$ cat config.mk
export PLATFORM = sky130hd
export DESIGN_NAME = accel_channel_conditioner_flat
export DESIGN_NICKNAME = d
export VERILOG_FILES = /design/src/rtl/accel_channel_conditioner_if.sv /design/src/rtl/accel_channel_conditioner.sv /design/src/flat_wrapper.sv
export SDC_FILE = /design/constraint.sdc
export NUM_CORES = 1
export LEC_CHECK = 0
export CORE_UTILIZATION = 40
export DETAILED_ROUTE_END_ITERATION = 7
export GPL_ROUTABILITY_DRIVEN = 0
export HOLD_SLACK_MARGIN = 0.15
export PLACE_DENSITY = 0.55
export SLEW_MARGIN = 10
export SYNTH_ARGS = -nofsm -noshare
export SYNTH_HDL_FRONTEND = slang
export SYNTH_SLANG_ARGS = --single-unit
export TNS_END_PERCENT = 5
$ cat constraint.sdc
create_clock -name clk -period 12.64 [get_ports clk]
set_input_delay 1.896 -clock clk [delete_from_list [all_inputs] [get_ports clk]]
set_output_delay 1.896 -clock clk [all_outputs]
set_load 0.005 [all_outputs]
$ cat src/rtl/accel_channel_conditioner_if.sv
// Sample/result bus between the SPI front end, the conditioner and the display logic.
// The master drives sample strobes; the slave (conditioner) returns conditioned results.
interface accel_channel_conditioner_if #(
  parameter int unsigned NUM_CH = 3,
  parameter int unsigned DATA_W = 16,
  parameter int unsigned DIGITS = 3
);
  logic                         sample_valid;
  logic [NUM_CH*DATA_W-1:0]     sample_in;
  logic [NUM_CH*DATA_W-1:0]     mag_out;
  logic [NUM_CH-1:0]            sign_out;
  logic [NUM_CH*DIGITS*4-1:0]   bcd_out;
  logic [NUM_CH-1:0]            ovf_out;
  logic                         out_valid;
  logic                         busy;
  logic [7:0]                   drop_cnt;

  modport master (
    output sample_valid, sample_in,
    input  mag_out, sign_out, bcd_out, ovf_out, out_valid, busy, drop_cnt
  );

  modport slave (
    input  sample_valid, sample_in,
    output mag_out, sign_out, bcd_out, ovf_out, out_valid, busy, drop_cnt
  );
endinterface

$ cat src/rtl/accel_channel_conditioner.sv
// Accelerometer channel conditioner: per-channel saturated magnitude and sign,
// moving average over 2**AVG_LOG2 samples, sequential double-dabble to BCD.
// Optional feature macro: ACCEL_DEADBAND_EN (small magnitudes forced to zero).
module accel_channel_conditioner #(
  parameter int unsigned NUM_CH   = 3,
  parameter int unsigned DATA_W   = 16,
  parameter int unsigned AVG_LOG2 = 2,
  parameter int unsigned DIGITS   = 3,
  parameter int unsigned DEADBAND = 4
) (
  input  logic                        clk,
  input  logic                        reset_n,
  accel_channel_conditioner_if.slave  bus
);

  localparam int unsigned DEPTH = 1 << AVG_LOG2;
  localparam int unsigned PTR_W = (AVG_LOG2 > 0) ? AVG_LOG2 : 1;
  localparam int unsigned SUM_W = DATA_W + AVG_LOG2;
  localparam int unsigned BCD_W = DIGITS * 4;
  localparam int unsigned CH_W  = (NUM_CH > 1) ? $clog2(NUM_CH) : 1;
  localparam int unsigned BIT_W = (DATA_W > 1) ? $clog2(DATA_W) : 1;

  localparam logic [DATA_W-1:0] S_MIN    = {1'b1, {(DATA_W-1){1'b0}}};
  localparam logic [DATA_W-1:0] MAG_MAX  = {1'b0, {(DATA_W-1){1'b1}}};
  localparam logic [DATA_W-1:0] DISP_MAX = DATA_W'(10**DIGITS - 1);

  // Elaboration sanity check on the deadband threshold
  if (DEADBAND > MAG_MAX) begin : g_deadband_range
    $error("DEADBAND exceeds the largest representable magnitude");
  end

  typedef enum logic [2:0] {
    S_IDLE, S_CAPTURE, S_FILTER, S_CONVERT, S_DONE
  } state_e;

  state_e                                      state_q, state_d;
  logic [NUM_CH-1:0][DATA_W-1:0]               sample_q, sample_d;
  logic [NUM_CH-1:0][DATA_W-1:0]               mag_cap_q, mag_cap_d;
  logic [NUM_CH-1:0]                           sign_cap_q, sign_cap_d;
  logic [NUM_CH-1:0][DEPTH-1:0][DATA_W-1:0]    ring_q, ring_d;
  logic [NUM_CH-1:0][SUM_W-1:0]                sum_q, sum_d;
  logic [PTR_W-1:0]                            ptr_q, ptr_d;
  logic [CH_W-1:0]                             ch_q, ch_d;
  logic [BIT_W-1:0]                            bit_q, bit_d;
  logic [DATA_W-1:0]                           bin_q, bin_d;
  logic [BCD_W-1:0]                            bcd_q, bcd_d;
  logic [NUM_CH-1:0][BCD_W-1:0]                bcd_res_q, bcd_res_d;
  logic [NUM_CH-1:0]                           ovf_res_q, ovf_res_d;
  logic [NUM_CH-1:0][DATA_W-1:0]               mag_out_q, mag_out_d;
  logic [NUM_CH-1:0]                           sign_out_q, sign_out_d;
  logic [NUM_CH-1:0][BCD_W-1:0]                bcd_out_q, bcd_out_d;
  logic [NUM_CH-1:0]                           ovf_out_q, ovf_out_d;
  logic                                        out_valid_q, out_valid_d;
  logic                                        busy_q, busy_d;
  logic [7:0]                                  drop_q, drop_d;

  logic [NUM_CH-1:0][DATA_W-1:0]               avg_c;
  logic [DATA_W-1:0]                           smp, cur_mag, old_mag, src_bin, bin_n;
  logic [BCD_W-1:0]                            src_bcd, bcd_adj, bcd_n;

  // Truncated moving average of every channel
  always_comb begin
    for (int i = 0; i < NUM_CH; i++) begin
      avg_c[i] = DATA_W'(sum_q[i] >> AVG_LOG2);
    end
  end

  // Next-state, datapath and output computation
  always_comb begin
    state_d     = state_q;
    sample_d    = sample_q;
    mag_cap_d   = mag_cap_q;
    sign_cap_d  = sign_cap_q;
    ring_d      = ring_q;
    sum_d       = sum_q;
    ptr_d       = ptr_q;
    ch_d        = ch_q;
    bit_d       = bit_q;
    bin_d       = bin_q;
    bcd_d       = bcd_q;
    bcd_res_d   = bcd_res_q;
    ovf_res_d   = ovf_res_q;
    mag_out_d   = mag_out_q;
    sign_out_d  = sign_out_q;
    bcd_out_d   = bcd_out_q;
    ovf_out_d   = ovf_out_q;
    drop_d      = drop_q;
    smp         = '0;
    cur_mag     = '0;
    old_mag     = '0;
    src_bin     = '0;
    src_bcd     = '0;
    bcd_adj     = '0;
    bcd_n       = '0;
    bin_n       = '0;

    case (state_q)
      S_IDLE: begin
        if (bus.sample_valid) begin
          sample_d = bus.sample_in;
          state_d  = S_CAPTURE;
        end
      end

      S_CAPTURE: begin
        for (int i = 0; i < NUM_CH; i++) begin
          smp           = sample_q[i];
          sign_cap_d[i] = smp[DATA_W-1];
          if (smp == S_MIN) begin
            mag_cap_d[i] = MAG_MAX;
          end else if (smp[DATA_W-1]) begin
            mag_cap_d[i] = ~smp + DATA_W'(1);
          end else begin
            mag_cap_d[i] = smp;
          end
        end
        ch_d    = '0;
        state_d = S_FILTER;
      end

      S_FILTER: begin
        cur_mag = mag_cap_q[ch_q];
`ifdef ACCEL_DEADBAND_EN
        if (cur_mag < DATA_W'(DEADBAND)) begin
          cur_mag           = '0;
          sign_cap_d[ch_q]  = 1'b0;
        end
`endif
        old_mag              = ring_q[ch_q][ptr_q];
        sum_d[ch_q]          = sum_q[ch_q] + SUM_W'(cur_mag) - SUM_W'(old_mag);
        ring_d[ch_q][ptr_q]  = cur_mag;
        if (ch_q == CH_W'(NUM_CH - 1)) begin
          ch_d    = '0;
          bit_d   = '0;
          ptr_d   = (ptr_q == PTR_W'(DEPTH - 1)) ? '0 : ptr_q + PTR_W'(1);
          state_d = S_CONVERT;
        end else begin
          ch_d = ch_q + CH_W'(1);
        end
      end

      S_CONVERT: begin
        // First bit of a channel loads the clamped average directly
        if (bit_q == '0) begin
          src_bin          = (avg_c[ch_q] > DISP_MAX) ? DISP_MAX : avg_c[ch_q];
          src_bcd          = '0;
          ovf_res_d[ch_q]  = (avg_c[ch_q] > DISP_MAX);
        end else begin
          src_bin = bin_q;
          src_bcd = bcd_q;
        end
        bcd_adj = src_bcd;
        for (int d = 0; d < DIGITS; d++) begin
          if (src_bcd[d*4 +: 4] >= 4'd5) begin
            bcd_adj[d*4 +: 4] = src_bcd[d*4 +: 4] + 4'd3;
          end
        end
        bcd_n = BCD_W'({bcd_adj, src_bin[DATA_W-1]});
        bin_n = src_bin << 1;
        bin_d = bin_n;
        bcd_d = bcd_n;
        if (bit_q == BIT_W'(DATA_W - 1)) begin
          bcd_res_d[ch_q] = bcd_n;
          bit_d           = '0;
          if (ch_q == CH_W'(NUM_CH - 1)) begin
            ch_d       = '0;
            mag_out_d  = avg_c;
            sign_out_d = sign_cap_q;
            bcd_out_d  = bcd_res_d;
            ovf_out_d  = ovf_res_d;
            state_d    = S_DONE;
          end else begin
            ch_d = ch_q + CH_W'(1);
          end
        end else begin
          bit_d = bit_q + BIT_W'(1);
        end
      end

      S_DONE: begin
        state_d = S_IDLE;
      end

      default: begin
        state_d = S_IDLE;
      end
    endcase

    // Strobes arriving while a set is in flight are counted, not queued
    if (bus.sample_valid && (state_q != S_IDLE) && (drop_q != 8'hFF)) begin
      drop_d = drop_q + 8'd1;
    end

    busy_d      = (state_d != S_IDLE);
    out_valid_d = (state_d == S_DONE);
  end

  // State and datapath registers; reset clears history and running sums
  always_ff @(posedge clk or negedge reset_n) begin
    if (!reset_n) begin
      state_q     <= S_IDLE;
      sample_q    <= '0;
      mag_cap_q   <= '0;
      sign_cap_q  <= '0;
      ring_q      <= '0;
      sum_q       <= '0;
      ptr_q       <= '0;
      ch_q        <= '0;
      bit_q       <= '0;
      bin_q       <= '0;
      bcd_q       <= '0;
      bcd_res_q   <= '0;
      ovf_res_q   <= '0;
      mag_out_q   <= '0;
      sign_out_q  <= '0;
      bcd_out_q   <= '0;
      ovf_out_q   <= '0;
      out_valid_q <= 1'b0;
      busy_q      <= 1'b0;
      drop_q      <= '0;
    end else begin
      state_q     <= state_d;
      sample_q    <= sample_d;
      mag_cap_q   <= mag_cap_d;
      sign_cap_q  <= sign_cap_d;
      ring_q      <= ring_d;
      sum_q       <= sum_d;
      ptr_q       <= ptr_d;
      ch_q        <= ch_d;
      bit_q       <= bit_d;
      bin_q       <= bin_d;
      bcd_q       <= bcd_d;
      bcd_res_q   <= bcd_res_d;
      ovf_res_q   <= ovf_res_d;
      mag_out_q   <= mag_out_d;
      sign_out_q  <= sign_out_d;
      bcd_out_q   <= bcd_out_d;
      ovf_out_q   <= ovf_out_d;
      out_valid_q <= out_valid_d;
      busy_q      <= busy_d;
      drop_q      <= drop_d;
    end
  end

  assign bus.mag_out   = mag_out_q;
  assign bus.sign_out  = sign_out_q;
  assign bus.bcd_out   = bcd_out_q;
  assign bus.ovf_out   = ovf_out_q;
  assign bus.out_valid = out_valid_q;
  assign bus.busy      = busy_q;
  assign bus.drop_cnt  = drop_q;

endmodule

$ cat src/flat_wrapper.sv
// flat-port wrapper written by rule: the top's interface ports become plain ports
module accel_channel_conditioner_flat 
#(
  parameter int unsigned NUM_CH   = 3,
  parameter int unsigned DATA_W   = 16,
  parameter int unsigned AVG_LOG2 = 2,
  parameter int unsigned DIGITS   = 3,
  parameter int unsigned DEADBAND = 4
)
  (clk, reset_n, bus_sample_valid, bus_sample_in, bus_mag_out, bus_sign_out, bus_bcd_out, bus_ovf_out, bus_out_valid, bus_busy, bus_drop_cnt);
  accel_channel_conditioner_if #(.NUM_CH(NUM_CH), .DATA_W(DATA_W), .DIGITS(DIGITS)) bus_i ();
  input  logic clk;
  input  logic reset_n;
  input wire logic [$bits(bus_i.sample_valid)-1:0] bus_sample_valid;
  input wire logic [$bits(bus_i.sample_in)-1:0] bus_sample_in;
  output wire logic [$bits(bus_i.mag_out)-1:0] bus_mag_out;
  output wire logic [$bits(bus_i.sign_out)-1:0] bus_sign_out;
  output wire logic [$bits(bus_i.bcd_out)-1:0] bus_bcd_out;
  output wire logic [$bits(bus_i.ovf_out)-1:0] bus_ovf_out;
  output wire logic [$bits(bus_i.out_valid)-1:0] bus_out_valid;
  output wire logic [$bits(bus_i.busy)-1:0] bus_busy;
  output wire logic [$bits(bus_i.drop_cnt)-1:0] bus_drop_cnt;
  assign bus_i.sample_valid = bus_sample_valid;
  assign bus_i.sample_in = bus_sample_in;
  assign bus_mag_out = bus_i.mag_out;
  assign bus_sign_out = bus_i.sign_out;
  assign bus_bcd_out = bus_i.bcd_out;
  assign bus_ovf_out = bus_i.ovf_out;
  assign bus_out_valid = bus_i.out_valid;
  assign bus_busy = bus_i.busy;
  assign bus_drop_cnt = bus_i.drop_cnt;
  accel_channel_conditioner #(.NUM_CH(NUM_CH), .DATA_W(DATA_W), .AVG_LOG2(AVG_LOG2), .DIGITS(DIGITS), .DEADBAND(DEADBAND)) u_core (.clk(clk), .reset_n(reset_n), .bus(bus_i));
endmodule
After elaboration in Yosys (flattened, before gate mapping) --
Cells that the tools add are included. W data, S select, Z words.
Storage, ports and cells: output and inout bits 100, input port bits 51, bits in registers 522, word-level logic and storage cells 149
Cells by class: bitwise logic cells 3, multiplexer cells 54, order comparisons 8, $add $sub $neg 12, reduce and logical (&&, ||, !) cells 16, eq/ne operators 13
Operator list (count):
- $mux W16 | 13
- $bwmux W192 | 1
- $bmux W64 S2 | 1
- $demux W64 S2 | 1
- $mux W64 | 2
- $bmux W16 S2 | 3
- $bwmux W54 | 1
- $add A16 B1 Y16 const B | 3
- $eq A16 B16 Y1 const B | 3
- $not A16 Y16 | 3
- $bmux W18 S2 | 1
- $bwmux W36 | 1
- $demux W18 S2 | 1
- $mux W12 | 3
- $mux W18 | 2
- $demux W16 S2 | 1
- $demux W12 S2 | 1
- $mux W4 | 6
- $mux W3 | 7
- $add A18 B16 Y18 | 1
- $sub A18 B16 Y18 | 1
- $gt A16 B10 Y1 const B | 1
- $ge A4 B3 Y1 const B | 3
- $pmux W3 S4 | 1
- other kinds (27) | 45

Longest topological paths before layout --
Gate-level depths: netlist (run 1).
word-level depth 7, mapped depth 18, gate-level depth less buffers 14

Worst setup path before layout (run 1) --
OpenSTA, ideal clock, no wires.
path kind flip-flop to flip-flop, start point register u_core.ch_q[1], end point register u_core.sum_q, in the netlist u_core.avg_c[14], arrival 4.459 ns, clock period less this slack 4.555 ns, path buffers 4, slack 8.085 ns, setup time 0.096 ns, required time 12.544 ns, stages on the path, launching flop included 17, cell sequence dfrtp_1 buf_6 buf_6 buf_2 buf_2 mux2i_1 o21ai_0 mux4_2 fa_1 inv_1 fa_1 a211oi_1 o21a_2 a211oi_1 o41a_1 a221o_1 o31ai_1
Between the ends: word-level cells in the longest chain between the ends 6, elaborated cells between the ends (all ways) 16, classes of those cells add/sub: 2; order compare: 2; mux: 11; reduce/logical: 1
RTL lines:
- start, declared | RTL line accel_channel_conditioner.sv:43 | logic [CH_W-1:0] ch_q, ch_d;
- start signal, assigned | RTL line accel_channel_conditioner.sv:229 | ch_q <= ch_d;
- branches (longest 5 deep; another with $add A18 B16 Y18)
- $bwmux W54 (*) | RTL line accel_channel_conditioner.sv:130 | sum_d[ch_q] = sum_q[ch_q] + SUM_W'(cur_mag) - SUM_W'(old_mag);
- end signal, assigned | RTL line accel_channel_conditioner.sv:227 | sum_q <= sum_d;
- end, declared | RTL line accel_channel_conditioner.sv:41 | logic [NUM_CH-1:0][SUM_W-1:0] sum_q, sum_d;
Mark *: on every way between the ends. The select of a mux whose other input is x is not followed. A chain may end at the register's enable or synchronous reset.

Worst setup path in the final report (run 1) --
Same ends and word-level chain as after synthesis.

==> metrics.txt, run 1 <==
status=finished clean; CTS H-tree depth=2; number of flops mapped to enable cells by yosys=0; DR vias/cell=5.23; Synth area leader=dfrtp_1; Clock Tree Buf Depth=3; overall power=between 0.003 and 0.004 W; root buf cell=clkbuf_16; XOR/XNOR share of the synthesized area=under 10%; post-synthesis simple-gate area fraction=between 10 and 15%; vias in the first global route=roughly 18000; Mapped Area=approximately 24000 um2; fmax=about 200 MHz; max cap viols=0; TNS Setup=0 ps; initial antenna violation count=0; DRT Pass-1 Iters=5; Mean Syn Cell Area=9.62 um2; worst vdd ir=0.100 mV; Post-Syn Nets=2579; asr flop ratio synth=100%; fin crit period=~5000 ps; Data arrival, critical path=about 5500 ps; Initial DRC Count=between 1000 and 1500; commonest non-fill, non-tap cell in the layout=nand2_1; multiplexer area fraction after synthesis=between 8 and 9%; Seq/Total Area, Yosys=a little over half; Clk Latency, worst-skew pair=610 ps; GR Overflow Total=0; Synth area leaders=dfrtp_1 (54%), nand2_1 (10%), o21ai_0 (7.3%); Mapped Cells=2476; Crit Path Class=register to register; CTS tree=yes; Syn. warnings=0; # port buffers=150; largest net degree at the start of global routing=about 180; post-route cell area=between 20000 and 30000 um2; Post-Synth Adder-Cell Area=~3.2%; total track usage=between 20% and 30%; HP Class=register to register; Area Growth Syn to Fin=16.8%; fin crit share=39.6%; compound-cell area share of the yosys netlist=about 14%; first-pass GRT wire length=~100000 um; Pwr Density=roughly 120 nW/um2; Detail Route Antenna Nets=0; Core ar.=roughly 59000 um2; RSZ-0062 raised after global routing=false; dpl cells=between 3000 and 4000; CP Launch Type=register; drt total wl=just over 60000 um; Worst setup EP type=register; Horiz. Die Dim=246 um; most frequent cells in the layout=nand2_1 (665), dfrtp_1 (508), o21ai_0 (349); Synth Flop Type=dfrtp_1; # diodes=0; relative slew slack=roughly 22%; die area=between 60000 and 70000 um2; final clock skew=roughly 26 ps; fin cells=roughly 3400; CP required=13160 ps; DR DRC count=0; Layout Nets=approximately 2700; # clock sinks=between 500 and 600; share of cells above drive strength 1=a little under a tenth; die height=around 250 um; cts repair resizes=0; cts hold-fix bufs=0; final slew viol count=0; Core Rows=89; share of the synthesized area in the top cell type=53.6%; Leakage=~13 nW; worst-path fanout max=84; number of CTS-inserted buffers=55; main combinational cell family by area after synthesis=simple AND/OR/NAND/NOR gates; I/O Pins=roughly 150; Distinct cells, synth=between 60 and 70; DP HPWL=~41000 um; DR vias=17680; Worst-Margin Slew=around 1200 ps; final hold vios=0; Placed Instance Area=between 20000 and 30000 um2; post-CTS setup buffer count=0; WL/cell=about 18 um; #FFs+latches synth=just over 500; clk slew on worst S/H paths=60 ps; Final Setup Violations=0; Starting Density=between 40% and 50%
-- cells in the mapped netlist (17+ instances only) --
| master | count |
|---|---|
| o21ai_0 | 349 |
| clkbuf_1 | 115 |
| dfrtp_1 | 510 |
| ha_1 | 36 |
| nor2_1 | 133 |
| a21oi_1 | 95 |
| xnor2_1 | 18 |
| mux2i_1 | 107 |
| xor2_1 | 41 |
| nand3_1 | 17 |
| nand2_1 | 666 |
| inv_1 | 54 |
| o31ai_1 | 25 |
| mux2_2 | 60 |
| buf_2 | 28 |
-- state kept, by name, indices dropped and copies added (netlist names) --
signal	flops
u_core.ch_q	2
u_core.ptr_q	2
u_core.sample_q	48
u_core.ring_q	192
u_core.state_q	3
u_core.avg_c	48
u_core.bus.mag_out	48
u_core.bus.out_valid	1
u_core.bus.sign_out	3
u_core.bcd_q	12
u_core.sign_cap_q	3
u_core.bcd_res_q	24
u_core.mag_cap_q	48
u_core.bus.ovf_out	3
u_core.bus.bcd_out	36
u_core.bus.drop_cnt	8
u_core.sum_q	6
u_core.bus.busy	1
u_core.bit_q	4
u_core.bin_q	15
u_core.ovf_res_q	3
-- routing by layer --
layer  GRT usage (%)  vias up  part of all wire [%]
met5               0        -                     0
met4            5.19        0                   2.1
met3            3.25       87                   4.5
met2            34.2      357                    47
met1            29.0     8691                    46
li1                -     8545                     -
-- path summary, 6_finish.rpt --
| kind | from | end | slack [ps] | cells past startpoint |
|---|---|---|---|---|
| worst min register to register | u_core.bus.bcd_out[2] | u_core.bus.bcd_out[2] | 470 | 2 |
| worst max-delay path | u_core.ch_q[1] | u_core.avg_c[14] | 7630 | 14 |
| max in group asynchronous | reset_n | u_core.ch_q[1] | 9650 | 2 |
| worst max register to register | u_core.ch_q[1] | u_core.avg_c[14] | 7630 | 14 |
| min in group asynchronous | reset_n | u_core.bus.out_valid | 1320 | 1 |
| worst min-delay path | u_core.bus.bcd_out[2] | u_core.bus.bcd_out[2] | 470 | 2 |
-- stage by stage --
step	util [%]	hold WS (ps)	setup WS [ps]
floorplan	-	438	8090
global placement	44.2	454	7690
detailed placement	44.2	455	7650
CTS	47.3	470	7630
global route	47.3	491	7320
finish	47.3	467	7630
-- power breakdown --
part	internal (W)	switching, W
clock network	0.000954	0.000667
registers	0.00164	0.0000141
logic	0.0000432	0.0000464
-- cell families (layout without fill, tap and decap cells) --
family,Yosys count,after routing
and+or+nand+nor,884,884
AOI/OAI and AO/OA,572,572
DFF,510,510
buffers and inverters,216,350
muxes,183,183
xor gates and xnor gates,59,59
adders and majority gates,52,52
-- final cells by class --
class | instances | area (um2)
inverters | 57 | 214
multi-input cells | 1750 | 10200
flip-flops and latches | 510 | 12800
well taps | 773 | 967
fillers | 5541 | 31100
clock buffers | 84 | 1650
repair buffers | 194 | 1860
clock inverters | 15 | 173
-- worst max-delay path: stages, from the launching register on --
cell      delay (ps)
dfrtp_4          680
buf_12           590
mux2i_1          300
o21ai_0          100
mux4_2           500
ha_1             340
inv_1             50
ha_1             220
fa_1             440
a211oi_1         280
o21a_2           220
a211oi_1         100
o41a_1           440
a221o_1          380
o31ai_1          220
Power figures use the tool's default switching activity.
==> run 2: changes to the inputs <==
==> constraint.sdc (replaced) <==
create_clock -name clk -period 4.9 [get_ports clk]
set_input_delay 0.735 -clock clk [delete_from_list [all_inputs] [get_ports clk]]
set_output_delay 0.735 -clock clk [all_outputs]
set_load 0.005 [all_outputs]
==> run 2 against run 1 <==
Net effect:
- highest routed layer unchanged
- clock skew is 2.2 ps lower
- worst setup slack worse by 7300 ps
- critical path type unchanged
- die area stayed put
- hold slack worse by 310 ps
- fmax is 9.5% higher
- largest power group is now clock
==> metrics.txt, run 2 (synthesized netlist as in run 1, its figures left out) <==
GR Overflow Total=0 (unchanged); DR vias=17730 (+0.28%); fin crit share=93.4% (+54 points); register area=12800 um2 (unchanged); total track usage=21.2% (+0.29 points); # port buffers=150 (unchanged); worst vdd ir=0.258 mV (+160%); max FFs per register=192 (unchanged); initial antenna violation count=0 (unchanged); Detail Route Antenna Nets=0 (unchanged); Clk Latency, worst-skew pair=620 ps (about the same); first-pass GRT wire length=101000 um (+1.3%); most frequent cells in the layout=nand2_1 (665), dfrtp_1 (508), o21ai_0 (349); Core Rows=89 (unchanged); TNS Setup=0 ps (unchanged); Initial DRC Count=1108 (+2.9%); I/O Pins=151 (unchanged); vias in the first global route=17812 (+1.7%); final slew viol count=0 (unchanged); relative slew slack=19.3% (-2.9 points); # fillers=5530 (-0.20%); CP Launch Type=register; number of CTS-inserted buffers=57 (+3.6%); # diodes=0 (unchanged); Clock power frac=49.9% (+1.8 points); final hold vios=0 (unchanged); Clock Tree Buf Depth=3 (unchanged); worst-path fanout max=28 (-67%); status=finished clean; cts repair resizes=0 (unchanged); DRT Pass-1 Iters=5 (unchanged); Internal Power=0.00708 W (+170%); cts hold-fix bufs=0 (unchanged); post-CTS setup buffer count=0 (unchanged); Horiz. Die Dim=246 um (unchanged); Psw=0.00192 W (+160%); Combinational Power Share=2.6% (about the same); Layout Nets=2689 (+0.67%); final clock skew=23.7 ps (-2.16 ps); Core ar.=58900 um2 (unchanged); Crit Path Class=register to register; Leakage=13.5 nW (+1.5%); post-route cell area=28200 um2 (+1.3%); share of cells above drive strength 1=10.3% (+0.94 points); Reg power frac=47.5% (-1.7 points); Critical Path Most Common Cell=mux2i_1; Worst setup EP type=register; DP HPWL=42500 um (+4.7%); Max stage delay on crit path=600 ps (-80 ps); fmax=218 MHz (+9.5%); WL/cell=18.5 um (+0.85%); CP cell instances=buf_4, mux2i_1, a2bb2oi_1, inv_1, fa_1, ha_1, and2_1, a221oi_1, a21oi_1, o211ai_1, mux2i_1, mux2_2; R2R setup slack=320 ps (-7310 ps); commonest non-fill, non-tap cell in the layout=nand2_1; HP Class=input pin to asynchronous set/reset pin; Final Setup Violations=0 (unchanged); fin crit period=4580 ps (-433 ps); Area Growth Syn to Fin=18.4%; drt total wl=62900 um (+1.6%); clk slew on worst S/H paths=60 ps (about the same); Starting Density=40.4% (unchanged); Slowest cell on crit path=dfrtp_4; Pwr Density=319 nW/um2 (+160%); most flop-heavy register=u_core.ring_q; area of the multi-input gates=10200 um2 (about the same); largest net degree at the start of global routing=111 (-37%); DR DRC count=0 (unchanged); Data arrival, critical path=5130 ps (-400 ps); DR vias/cell=5.20 (-0.42%); Switching Share=21.4% (-0.22 points); max cap viols=0 (unchanged); RSZ-0062 raised after global routing=false; # clock sinks=510 (unchanged); CP required=5450 ps (-7710 ps); Worst-Margin Slew=1210 ps (+43.4 ps); CTS H-tree depth=2 (unchanged); root buf cell=clkbuf_16; die height=246 um (unchanged); die area=60500 um2 (unchanged); CTS tree=yes; Placed Instance Area=26200 um2 (+0.72%)
[run 2: cell count changes in the layout (fill, tap and decap cells not counted), moves of 2 or more]
cell | previous run | this run
a21oi_1 | 93 | 95
a21oi_2 | 13 | 11
buf_12 | 2 | 8
buf_4 | 42 | 52
bufinv_16 | 3 | 7
clkbuf_1 | 14 | 9
clkinv_2 | 7 | 13
[run 2: final cells by class]
| class | count | area share, % |
|---|---|---|
| clock buffer | 80 | 5.86 |
| clock inverter | 27 | 1.22 |
| inverter | 57 | 0.759 |
| multi-input combinational | 1750 | 36.2 |
| sequential | 510 | 45.3 |
| tap | 773 | 3.43 |
| timing repair buffer | 210 | 7.29 |
[run 2: worst paths after layout]
| path | startpoint | depth (start not counted) | end |
|---|---|---|---|
| min reg2reg | u_core.bus.bcd_out[2] | 2 | u_core.bus.bcd_out[2] |
| min | reset_n | 1 | u_core.bcd_res_q[3] |
| max | u_core.ch_q[1] | 12 | u_core.avg_c[47] |
| max in group asynchronous | reset_n | 2 | u_core.mag_cap_q[22] |
| max reg2reg | u_core.ch_q[1] | 12 | u_core.avg_c[47] |
| min in group clk | u_core.bus.bcd_out[2] | 2 | u_core.bus.bcd_out[2] |
[run 2: power by group through the flow]
stage          Clock, W  Combinational, W  Sequential [W]
6_report        0.00449          0.000235         0.00428
5_1_grt         0.00480          0.000268         0.00428
4_1_cts         0.00462          0.000244         0.00428
3_5_place_dp          0          0.000244         0.00435
3_3_place_gp          0          0.000240         0.00435
2_1_floorplan         0         0.0000431         0.00435
[run 2: layer usage]
metal,wire [um],part of all wire [%],GRT usage [%]
met5,0,0,0
met4,1100,1.8,5.37
met3,2080,3.3,2.46
met2,30100,48,35.0
met1,29700,47,29.5
[run 2: metrics by stage]
step	cells	util (%)	hold slack [ps]	power [W]	setup WS, ps
finish	3407	47.9	161	0.00900	322
global route	3407	47.9	241	0.00934	21.9
CTS	3407	47.9	202	0.00914	300
detailed placement	3300	44.5	456	0.00460	342
global placement	3300	44.5	450	0.00459	412
floorplan	2476	-	438	0.00439	345
[run 2: worst max-delay path, delay by kind of cell (launching register included)]
kind | cells | cell delay [ps]
buf+inv | 2 | 590
flops | 1 | 600
simple gates | 1 | 170
fa+ha+maj | 2 | 830
mux | 3 | 760
compound gates | 4 | 1540
==> run 3: changes to the inputs <==
--- a/config.mk
+++ b/config.mk
@@ -5,6 +5,7 @@
 export SDC_FILE = /design/constraint.sdc
 export NUM_CORES = 1
 export LEC_CHECK = 0
+export CAP_MARGIN = 20
 export CORE_UTILIZATION = 40
 export DETAILED_ROUTE_END_ITERATION = 7
 export GPL_ROUTABILITY_DRIVEN = 0
==> run 3 against run 2 <==
Net effect:
- via count increased by 0.21%
- design area increased by 0.18%
- clock power about the same
- sequential cell count unchanged
- total power about the same
- highest routed layer unchanged
==> metrics.txt, run 3 (synthesized netlist as in run 1, its figures left out) <==
status=finished clean; clk slew on worst S/H paths=60 ps (about the same); Final Setup Violations=0 (unchanged); GR Overflow Total=0 (unchanged); Crit Path Class=register to register; root buf cell=clkbuf_16; CP Launch Type=register; fmax=217 MHz (-0.61%); die height=246 um (unchanged); CTS tree=yes; worst vdd ir=0.259 mV (+0.29%); WL/cell=18.5 um (about the same); most flop-heavy register=u_core.ring_q; die area=60500 um2 (unchanged); final slew viol count=0 (unchanged); Leakage=13.5 nW (+0.18%); largest net degree at the start of global routing=111 (unchanged); vias in the first global route=17812 (unchanged); Initial DRC Count=1172 (+5.8%); worst-path fanout max=49 (+75%); Core ar.=58900 um2 (unchanged); TNS Setup=0 ps (unchanged); # clock sinks=510 (unchanged); cts repair resizes=0 (unchanged); DR vias=17768 (+0.21%); Starting Density=40.4% (unchanged); Horiz. Die Dim=246 um (unchanged); DP HPWL=42500 um (unchanged); drt total wl=63000 um (+0.12%); CP required=5450 ps (about the same); Detail Route Antenna Nets=0 (unchanged); Data arrival, critical path=5160 ps (+30 ps); final hold vios=0 (unchanged); # diodes=0 (unchanged); relative slew slack=29.8% (+10 points); # fillers=5521 (-0.16%); post-CTS setup buffer count=0 (unchanged); Clock Tree Buf Depth=3 (unchanged); most frequent cells in the layout=nand2_1 (665), dfrtp_1 (508), o21ai_0 (349); total track usage=21.2% (unchanged); Area Growth Syn to Fin=18.6%; commonest non-fill, non-tap cell in the layout=nand2_1; Worst setup EP type=register; number of CTS-inserted buffers=57 (unchanged); max FFs per register=192 (unchanged); final clock skew=24.8 ps (+1.10 ps); Core Rows=89 (unchanged); HP Class=input pin to asynchronous set/reset pin; dpl cells=3300 (unchanged); cts hold-fix bufs=0 (unchanged); Worst-Margin Slew=1050 ps (-160 ps); DRT Pass-1 Iters=5 (unchanged); Clk Latency, worst-skew pair=620 ps (about the same); I/O Pins=151 (unchanged); Pwr Density=319 nW/um2 (-0.13%); DR vias/cell=5.21 (about the same); fin crit share=94.0% (+0.57 points); initial antenna violation count=0 (unchanged); DR DRC count=0 (unchanged); # port buffers=150 (unchanged); RSZ-0062 raised after global routing=false; Layout Nets=2693 (+0.15%); CTS H-tree depth=2 (unchanged); max cap viols=0 (unchanged); fin cells=3411 (+0.12%); fin crit period=4610 ps (+27.9 ps); share of cells above drive strength 1=10.4% (+0.14 points); first-pass GRT wire length=101000 um (unchanged)
-- run 3: layout make-up --
cell class / count / area, um2 / share of cell area, %
Sequential cell: 510 / 12800 / 45.2
Multi-Input combinational cell: 1750 / 10200 / 36.1
Timing Repair Buffer: 214 / 2110 / 7.46
Clock buffer: 80 / 1650 / 5.85
Tap cell: 773 / 967 / 3.42
Clock inverter: 27 / 344 / 1.22
Inverter: 57 / 214 / 0.757
-- run 3: per-layer routing --
| layer | GRT usage, % | vias to the layer above | part of all wire, % |
|---|---|---|---|
| li1 | - | 8588 | - |
| met5 | 0 | - | 0 |
| met3 | 2.46 | 84 | 3.6 |
| met4 | 5.37 | 0 | 1.9 |
| met1 | 29.5 | 8762 | 47 |
| met2 | 35.0 | 334 | 48 |
-- run 3: worst paths after layout --
check | startpoint | endpoint | slack (ps) | depth (start not counted)
setup / recovery | u_core.ch_q[1] | u_core.avg_c[47] | 290 | 12
hold / removal | reset_n | u_core.bcd_res_q[3] | 160 | 1
setup reg to reg | u_core.ch_q[1] | u_core.avg_c[47] | 290 | 12
hold reg to reg | u_core.bus.bcd_out[2] | u_core.bus.bcd_out[2] | 460 | 2
max in group asynchronous | reset_n | u_core.mag_cap_q[22] | 3500 | 2
min in group clk | u_core.bus.bcd_out[2] | u_core.bus.bcd_out[2] | 460 | 2
-- run 3: report_power, final --
part	switching, W	leakage [nW]	internal [W]
Sequential	0.0000362	6.95	0.00424
Clock	0.00177	0.987	0.00272
Combinational	0.000120	5.60	0.000115
Total	0.00193	13.5	0.00708
-- run 3: metrics by stage --
step | power (W) | setup WS (ps) | hold slack [ps] | util [%] | area, um2
4_1_cts | 0.00914 | 300 | 202 | 47.9 | 28200
3_5_place_dp | 0.00460 | 342 | 456 | 44.5 | 26200
6_report | 0.00901 | 294 | 164 | 48.0 | 28300
3_3_place_gp | 0.00459 | 412 | 450 | 44.5 | 26200
2_1_floorplan | 0.00439 | 345 | 438 | - | 23800
5_1_grt | 0.00934 | 21.9 | 241 | 48.0 | 28300
-- run 3: worst max-delay path: stages, from the launching register on --
cell      delay, ps
dfrtp_4         600
nor2b_4         390
buf_12          300
a21oi_1         120
mux4_2          550
fa_1            490
ha_1            360
and2_1          170
a221oi_1        400
a21oi_1         250
o211ai_1        350
mux2i_1         310
mux2_2          200
